## config.mk

```make
export PLATFORM = sky130hd
export DESIGN_NAME = mgmt_data_channel_target
export DESIGN_NICKNAME = d
export VERILOG_FILES = /design/src/rtl/mgmt_data_channel_target.sv
export SDC_FILE = /design/constraint.sdc
export NUM_CORES = 1
export LEC_CHECK = 0
export CORE_UTILIZATION = 45
export CTS_CLUSTER_DIAMETER = 50
export CTS_CLUSTER_SIZE = 12
export DETAILED_ROUTE_END_ITERATION = 12
export PLACE_DENSITY = 0.72
export SYNTH_ARGS = -nofsm -noshare
export SYNTH_HDL_FRONTEND = slang
export SYNTH_SLANG_ARGS = --single-unit
```

## constraint.sdc

```tcl
create_clock -name clk -period 10.79 [get_ports clk]
set_input_delay 2.6975 -clock clk [delete_from_list [all_inputs] [get_ports clk]]
set_output_delay 2.6975 -clock clk [all_outputs]
set_load 0.02 [all_outputs]
```

## src/rtl/mgmt_data_channel_target.sv

```systemverilog
// rtl/mgmt_data_channel_target.sv - management data channel target: request decode, local bus access, framed response
package ltpi_pkg;
    typedef enum logic [3:0] {
        link_lost_st,
        link_detect_st,
        link_speed_st,
        link_cfg_st,
        link_accept_st,
        operational_st
    } link_state_t;

    localparam logic [3:0] frame_length = 4'd15;

    localparam logic [7:0] READ_REQ   = 8'h01;
    localparam logic [7:0] WRITE_REQ  = 8'h02;
    localparam logic [7:0] READ_COMP  = 8'h03;
    localparam logic [7:0] WRITE_COMP = 8'h04;
    localparam logic [7:0] CRC_ERROR  = 8'h05;

    typedef struct packed {
        logic [7:0]  command;
        logic [3:0]  tag;
        logic [3:0]  byte_en;
        logic [31:0] address;
        logic [31:0] data;
        logic        operation_status;
    } Data_channel_payload_t;
endpackage

module mgmt_data_channel_target
    import ltpi_pkg::*;
#(
    parameter int TIMEOUT_CYCLES = 1024
) (
    input  logic                  clk,
    input  logic                  reset_n,
    input  logic                  data_channel_rst,
    input  Data_channel_payload_t payload_i,
    input  logic                  payload_i_valid,
    input  logic                  frm_crc_error,
    input  link_state_t           local_link_state,
    input  logic [3:0]            tx_frm_offset,
    input  logic [31:0]           operational_frm_sent,
    output logic                  bus_req_valid,
    output logic                  bus_req_write,
    output logic [31:0]           bus_req_address,
    output logic [3:0]            bus_req_byte_en,
    output logic [31:0]           bus_req_wdata,
    input  logic                  bus_req_ready,
    input  logic                  bus_rsp_valid,
    input  logic                  bus_rsp_error,
    input  logic [31:0]           bus_rsp_rdata,
    output Data_channel_payload_t res_payload_o,
    output logic                  res_payload_o_valid,
    output logic [15:0]           drop_cnt
);
    localparam int CW = $clog2(TIMEOUT_CYCLES + 1);

    typedef enum logic [2:0] {
        IDLE, BUS_REQ, BUS_WAIT, RSP_ALIGN, RSP_SEND, RSP_HOLD
    } state_t;

    state_t                state, state_next;
    logic                  rst;
    logic                  valid_q, edge_q, crc_d;
    Data_channel_payload_t payload_d, rsp_q;
    logic [CW-1:0]         tmo_cnt;
    logic                  off_seen;
    logic [31:0]           sent_q;
    logic                  is_rw, is_write, timeout, link_up, at_boundary;
    logic [31:0]           frames_since;
    logic [7:0]            comp_cmd;

    assign rst          = !reset_n || data_channel_rst;
    assign is_rw        = (payload_d.command == READ_REQ) || (payload_d.command == WRITE_REQ);
    // rsp_q keeps the original request command until the bus access completes
    assign is_write     = (rsp_q.command == WRITE_REQ);
    assign comp_cmd     = is_write ? WRITE_COMP : READ_COMP;
    assign timeout      = (tmo_cnt >= CW'(TIMEOUT_CYCLES - 1));
    assign link_up      = (local_link_state == operational_st);
    assign at_boundary  = (tx_frm_offset == frame_length);
    assign frames_since = operational_frm_sent - sent_q;

    always_ff @(posedge clk) begin
        if (rst) state <= IDLE;
        else     state <= state_next;
    end

    always_comb begin
        state_next = state;
        case (state)
            IDLE:      if (edge_q) state_next = (!crc_d && is_rw) ? BUS_REQ : RSP_ALIGN;
            BUS_REQ:   if (bus_req_ready) state_next = BUS_WAIT;
                       else if (timeout) state_next = RSP_ALIGN;
            BUS_WAIT:  if (bus_rsp_valid || timeout) state_next = RSP_ALIGN;
            RSP_ALIGN: if (!link_up) state_next = IDLE;
                       else if (at_boundary) state_next = RSP_SEND;
            RSP_SEND:  if (!link_up) state_next = IDLE;
                       else if (off_seen && at_boundary) state_next = RSP_HOLD;
            RSP_HOLD:  if (!link_up || frames_since > 32'd2) state_next = IDLE;
            default:   state_next = IDLE;
        endcase
    end

    always_ff @(posedge clk) begin
        if (rst) begin
            valid_q             <= 1'b0;
            edge_q              <= 1'b0;
            crc_d               <= 1'b0;
            payload_d           <= '0;
            rsp_q               <= '0;
            tmo_cnt             <= '0;
            off_seen            <= 1'b0;
            sent_q              <= '0;
            drop_cnt            <= '0;
            bus_req_valid       <= 1'b0;
            bus_req_write       <= 1'b0;
            bus_req_address     <= '0;
            bus_req_byte_en     <= '0;
            bus_req_wdata       <= '0;
            res_payload_o       <= '0;
            res_payload_o_valid <= 1'b0;
        end else begin
            valid_q   <= payload_i_valid;
            edge_q    <= payload_i_valid && !valid_q;
            payload_d <= payload_i;
            crc_d     <= frm_crc_error;

            if (edge_q && state != IDLE && drop_cnt != 16'hFFFF)
                drop_cnt <= drop_cnt + 16'd1;

            case (state)
                IDLE: if (edge_q) begin
                    // Non-bus responses echo the request with error status set
                    rsp_q                  <= payload_d;
                    rsp_q.operation_status <= 1'b1;
                    if (crc_d) rsp_q.command <= CRC_ERROR;
                    if (!crc_d && is_rw) begin
                        bus_req_valid   <= 1'b1;
                        bus_req_write   <= (payload_d.command == WRITE_REQ);
                        bus_req_address <= payload_d.address;
                        bus_req_byte_en <= payload_d.byte_en;
                        bus_req_wdata   <= payload_d.data;
                        tmo_cnt         <= '0;
                    end
                end
                BUS_REQ, BUS_WAIT: begin
                    tmo_cnt <= tmo_cnt + CW'(1);
                    if (state == BUS_REQ && bus_req_ready) begin
                        bus_req_valid <= 1'b0;
                    end else if (state == BUS_WAIT && bus_rsp_valid) begin
                        rsp_q.command          <= comp_cmd;
                        rsp_q.data             <= is_write ? rsp_q.data : bus_rsp_rdata;
                        rsp_q.operation_status <= bus_rsp_error;
                    end else if (timeout) begin
                        bus_req_valid          <= 1'b0;
                        rsp_q.command          <= comp_cmd;
                        rsp_q.data             <= '0;
                        rsp_q.operation_status <= 1'b1;
                    end
                end
                RSP_ALIGN: if (link_up && at_boundary) begin
                    res_payload_o       <= rsp_q;
                    res_payload_o_valid <= 1'b1;
                    sent_q              <= operational_frm_sent;
                    off_seen            <= 1'b0;
                end
                RSP_SEND: begin
                    if (!link_up) res_payload_o_valid <= 1'b0;
                    else if (!at_boundary) off_seen <= 1'b1;
                    else if (off_seen) res_payload_o_valid <= 1'b0;
                end
                default: res_payload_o_valid <= 1'b0;
            endcase
        end
    end
endmodule

```

==> metrics.cfg, run 1 <==
[finish]
drive_gt1_frac = 0.05249
mostFrequentLayoutCell = nand2_1
fin_cells = 2644
layout.nets = 2371
synthToLayoutAreaGrowth_pct = 30.22
layout_common_cells = nand2_1 (495), dfxtp_1 (379), clkdlybuf4s50_1 (327), a21oi_1 (271), nor2_1 (97)
finalInstanceArea_um2 = 20420
fillers = 3003

[critical_path]
cp_data_arrival_time_ps = 6280
crit_chain = clkdlybuf4s50_1 -> ha_1 -> a21oi_2 -> nor2_1 -> a2111oi_0 -> o2111ai_1 -> nor4_1 -> o2111a_1 -> and4_1 -> and4_4 -> o21ai_2 -> a221oi_2
cp_max_fo = 11
cp_slowest_cell = a2111oi_0
path_buf_inv = 1
end_kind = flip-flop
slowest_delay_ps = 570
reg2reg_slack_ps = 7230
cpLargestDelayFamily = compound AO/OA/AOI/OAI gates
crit_type = primary input to flip-flop
critPathLaunchType = primary input
critical_path_required_ps = 11240

[sta]
fin_setup_tns_ps = 0
drv_slew = 0
rsz0062_at_grt = false
skew_ps = 16.37
tightest_slew_ps = 1098
finalSetupViolCount = 0
timing.fmax_ghz = 0.1715
post-route-period-util = 0.5404
whs_ps = 392.3
finalHoldViolCount = 0
layout_min_cycle_time_ps = 5831
relSlewSlack = 0.2681

[logic_synthesis]
syn_nets = 2117
synth_edf_count = 0
ys_types = 88
ys_warn_count = 0
yosys_register_bits = 379
synthArstFlopShare = 0
seq_area_frac_synth = 0.4839
avgSynthCellArea_um2 = 8.158
synth-main-ff-cell = dfxtp_1
synthesis.area_um2 = 15680
syn-instance-count = 1922

[power]
cellPowerDensity_nw_per_um2 = 147.4
finalPower_mw = 3.009
peakVddDrop_uv = 123.9
leakage_nw = 6.716

[floorplanning]
rows = 67
ios = 329
fp.dieW_um = 188.7
coreArea_um2 = 33870
start_util = 0.4629
fp.dieArea_um2 = 35590
die_h_um = 188.7

[global_route]
overflow = 0
grt_pass1_wl_um = 74550
antenna_found_initial = 7
grt_pass1_vias = 13710
track_usage = 0.2630
grt_max_degree = 193

[clock_tree]
cts_hold_buf = 0
numCtsBuffers = 41
root_buffer = clkbuf_16
cts_resized = 0
clock_path_buffers = 3
clk_pin_slew_ps = 60
cts.htree.levels = 2
post_cts_buffers = 0
cts_tree = yes
clkLatencyLatePin_ps = 560
cts.sinks = 379

[routing]
first_iter_violations = 988
wl_um = 47540
wire_per_inst_um = 17.98
drc = 0
detail_route.vias_per_cell = 5.422
drt_pass1_iterations = 5
detail-route-antenna-nets = 0
num_vias = 14340

[place]
hpwl_um = 32100
gp_congestion = 0.9236
dpl-instance-area_um2 = 19150
numPortBuffers = 327
dp.cells = 2581

[status]
status = finished, final reports clean

[min_path]
hold_path_class = flip-flop to flip-flop

[job]
max_cap_violations = 0

path summary, 6_finish.rpt:
kind / start / endpoint / cells after the start
max: operational_frm_sent[19] / state[1] / 12
min: valid_q / edge_q / 1
max reg2reg: sent_q[19] / state[1] / 12
min reg2reg: valid_q / edge_q / 1
Yosys cell counts (8+ instances only):
master,number,area [um^2]
a211oi_1,38,285.3
nor2b_1,8,50.05
nor3_1,19,95.09
nor2_1,97,364.1
or3_1,15,93.84
buf_2,17,85.08
o21ai_0,37,185.2
a21oi_1,271,1356
nand2_1,496,1862
clkbuf_1,110,412.9
inv_1,45,168.9
and2_1,88,550.5
dfxtp_1,379,7587
a21o_1,16,120.1
xor2_1,16,140.1
nand3_1,16,80.08
xnor2_1,8,70.07
ha_1,33,412.9
a22oi_1,32,240.2
nand4_1,18,112.6
nand2b_1,10,62.56
and3_1,11,68.82
area by class of cell:
class                   count  area, um^2  area share
clock buffers              46        1096     0.05368
well taps                 448       560.5     0.02745
clock inverters            12       155.1    0.007599
inverters                  46       172.7    0.008457
flip-flops and latches    379        7587      0.3716
multi-input cells        1368        7450      0.3649
repair buffers            340        3383      0.1657
diodes                      5       12.51   0.0006128
layer usage:
metal,share of wire,GRT usage,up-vias,wire (um)
li1,-,-,7034,-
met1,0.41,0.3238,6694,19590
met2,0.47,0.4310,490,22330
met3,0.082,0.07283,113,3920
met4,0.035,0.1095,4,1673
met5,0.00059,0,-,28
stage by stage:
stage               setup slack [ps]    util
finish                          4959  0.6029
global route                    4828  0.6029
detailed placement              4402  0.5655
CTS                             4983  0.6025
global placement                4451  0.5655
floorplan                       5535       -
cells by family after synthesis:
| logic type | Yosys count | share of synthesized area |
|---|---|---|
| AO/OA/AOI/OAI | 485 | 0.1911 |
| multiplexers | 7 | 0.004629 |
| AND/OR/NAND/NOR | 818 | 0.2356 |
| XOR/XNOR | 24 | 0.01341 |
| flip-flops | 379 | 0.4839 |
| adder cells (fa/ha/maj) | 34 | 0.02761 |
| buffers and inverters | 175 | 0.04373 |
power breakdown:
part	leakage (nW)	total (mW)	internal (mW)	switching (mW)
Sequential	3.07	1.43	1.42	0.0121
Combinational	3.04	0.238	0.108	0.130
Clock	0.609	1.34	0.772	0.567
Total	6.72	3.01	2.30	0.709
sequential cells by signal, indices dropped and copies added, names as in the netlist:
signal and count:
bus_req_write 1, crc_d 1, drop_cnt 16, payload_d 80
edge_q 1, state 3, res_payload_o_valid 1, tmo_cnt 11
bus_req_byte_en 4, rsp_q 81, bus_req_wdata 32, bus_req_address 32
valid_q 1, sent_q 32, res_payload_o 81, off_seen 1
bus_req_valid 1
worst reg2reg max path: stages (launching register included):
cell       delay, ps
dfxtp_1          330
inv_1             50
ha_1             450
a21oi_2          390
nor2_1            80
a2111oi_0        570
o2111ai_1        200
nor4_1           300
o2111a_1         250
and4_1           280
and4_4           260
o21ai_2           60
a221oi_2         250
Note: power is estimated with default switching activity, not from simulation.
==> run 2, diff against run 1 <==
- PLACE_DENSITY: 0.72 -> 0.75
- clock period: 10.79 -> 5.1 ns (I/O delays scaled with it)
==> run 2 against run 1 <==
Combinational power grew 110%; non-clock buffer count up 10; clock power increased by 120%; sequential power rose by 110%; global-route usage fell by 0.40 points; total power grew 120%; critical path type unchanged.
==> metrics.cfg, run 2 (synthesized netlist as in run 1, its figures left out) <==
[clock_tree]
clk_pin_slew_ps = 60
clock_path_buffers = 3
post_cts_buffers = 0
clkLatencyLatePin_ps = 550
cts.sinks = 379
cts_hold_buf = 0
numCtsBuffers = 42
cts.htree.levels = 2
cts_resized = 0
cts_tree = yes
root_buffer = clkbuf_16

[critical_path]
end_kind = flip-flop
cp_data_arrival_time_ps = 4840
cp_slowest_cell = clkdlybuf4s50_1
cp_max_fo = 4
cp-startpoint = operational_frm_sent[0]
critPathLaunchType = primary input
crit_chain = clkdlybuf4s50_1 -> inv_1 -> ha_1 -> fa_1 -> nor2b_4 -> o32ai_1 -> a2111oi_2 -> o2111ai_1 -> nor4_1 -> o2111a_1 -> and4_1 -> and4_4 -> o21ai_2 -> a221oi_2
path_buf_inv = 2
critical_path_required_ps = 5560
cpLargestDelayFamily = compound AO/OA/AOI/OAI gates
reg2reg_from = sent_q[19]
crit_type = primary input to flip-flop
slowest_delay_ps = 480

[status]
status = finished, final reports clean

[global_route]
antenna_found_initial = 5
grt_pass1_wl_um = 74000
overflow = 0
grt_pass1_vias = 13840
grt_max_degree = 129
track_usage = 0.2589

[routing]
drc = 0
first_iter_violations = 996
wl_um = 47280
drt_pass1_iterations = 5
detail_route.vias_per_cell = 5.434
wire_per_inst_um = 17.82
detail-route-antenna-nets = 0
num_vias = 14420

[floorplanning]
die_h_um = 188.7
start_util = 0.4629
coreArea_um2 = 33870
ios = 329
rows = 67
fp.dieArea_um2 = 35590
fp.dieW_um = 188.7

[job]
max_cap_violations = 0

[sta]
relSlewSlack = 0.4045
setup_slack_ps = 719.2
tightest_slew_ps = 893.3
timing.fmax_ghz = 0.2283
finalHoldViolCount = 0
layout_min_cycle_time_ps = 4381
finalSetupViolCount = 0
drv_slew = 0
fin_setup_tns_ps = 0
rsz0062_at_grt = false
skew_ps = 14.71
whs_ps = 381.6
post-route-period-util = 0.8590

[power]
leakage_nw = 6.809
peakVddDrop_uv = 247.2
cellPowerDensity_nw_per_um2 = 316.1
finalPower_mw = 6.505

[finish]
mostFrequentLayoutCell = nand2_1
fillers = 2972
multi_input_area_um2 = 7450
layout_common_cells = nand2_1 (495), dfxtp_1 (379), clkdlybuf4s50_1 (327), a21oi_1 (271), nor2_1 (97)
seq_area_um2 = 7587
reg_top3 = res_payload_o x81, rsp_q x81, payload_d x80
drive_gt1_frac = 0.05765
fin_cells = 2653
layout.nets = 2382
synthToLayoutAreaGrowth_pct = 31.25

[place]
numPortBuffers = 327
hpwl_um = 32620
pre_cts_ws_ps = 229.5
dp.cells = 2591
gp_congestion = 0.9113

[min_path]
hold_path_class = flip-flop to flip-flop
hold_start = valid_q

## run 2: cell types whose count changed in the layout (fill, tap and decap cells not counted), moves of 2 or more
cell,previous run,this run
buf_4,12,20
clkinv_2,3,0
diode_2,5,2
buf_12,1,3
clkbuf_8,3,5
clkinv_4,2,0
inv_6,2,4
## run 2: path summary, 6_finish.rpt
kind / to / cells past startpoint / slack (ps)
max: state[1] / 14 / 720
min reg2reg: edge_q / 1 / 380
max reg2reg: state[1] / 12 / 1600
min: edge_q / 1 / 380
## run 2: per-layer routing
layer  GRT usage  routed length (um)  up-vias
li1            -                   -     7070
met1      0.3133               19560     6786
met2      0.4352               22410      464
met3     0.07692                3867       91
met4     0.08964                1413        6
met5           0                  38        -
## run 2: where the power goes
part | switching [mW] | total [mW] | internal (mW) | leakage (nW)
Sequential | 0.0268 | 3.03 | 3.00 | 3.07
Combinational | 0.274 | 0.509 | 0.234 | 3.10
Clock | 1.21 | 2.97 | 1.75 | 0.644
Total | 1.52 | 6.51 | 4.99 | 6.81
## run 2: area by class of cell
class	count	area share
Sequential cell	379	0.3687
Multi-Input combinational cell	1368	0.3620
Timing Repair Buffer	350	0.1693
Clock buffer	49	0.05582
Tap cell	448	0.02724
Inverter	46	0.008391
Clock inverter	11	0.008330
Antenna cell	2	0.0002432
## run 2: stage by stage
stage	utilization	instance area, um^2
after floorplan	-	15680
final	0.6076	20580
after detailed placement	0.5685	19250
after global placement	0.5685	19250
after CTS	0.6075	20570
after global routing	0.6075	20580
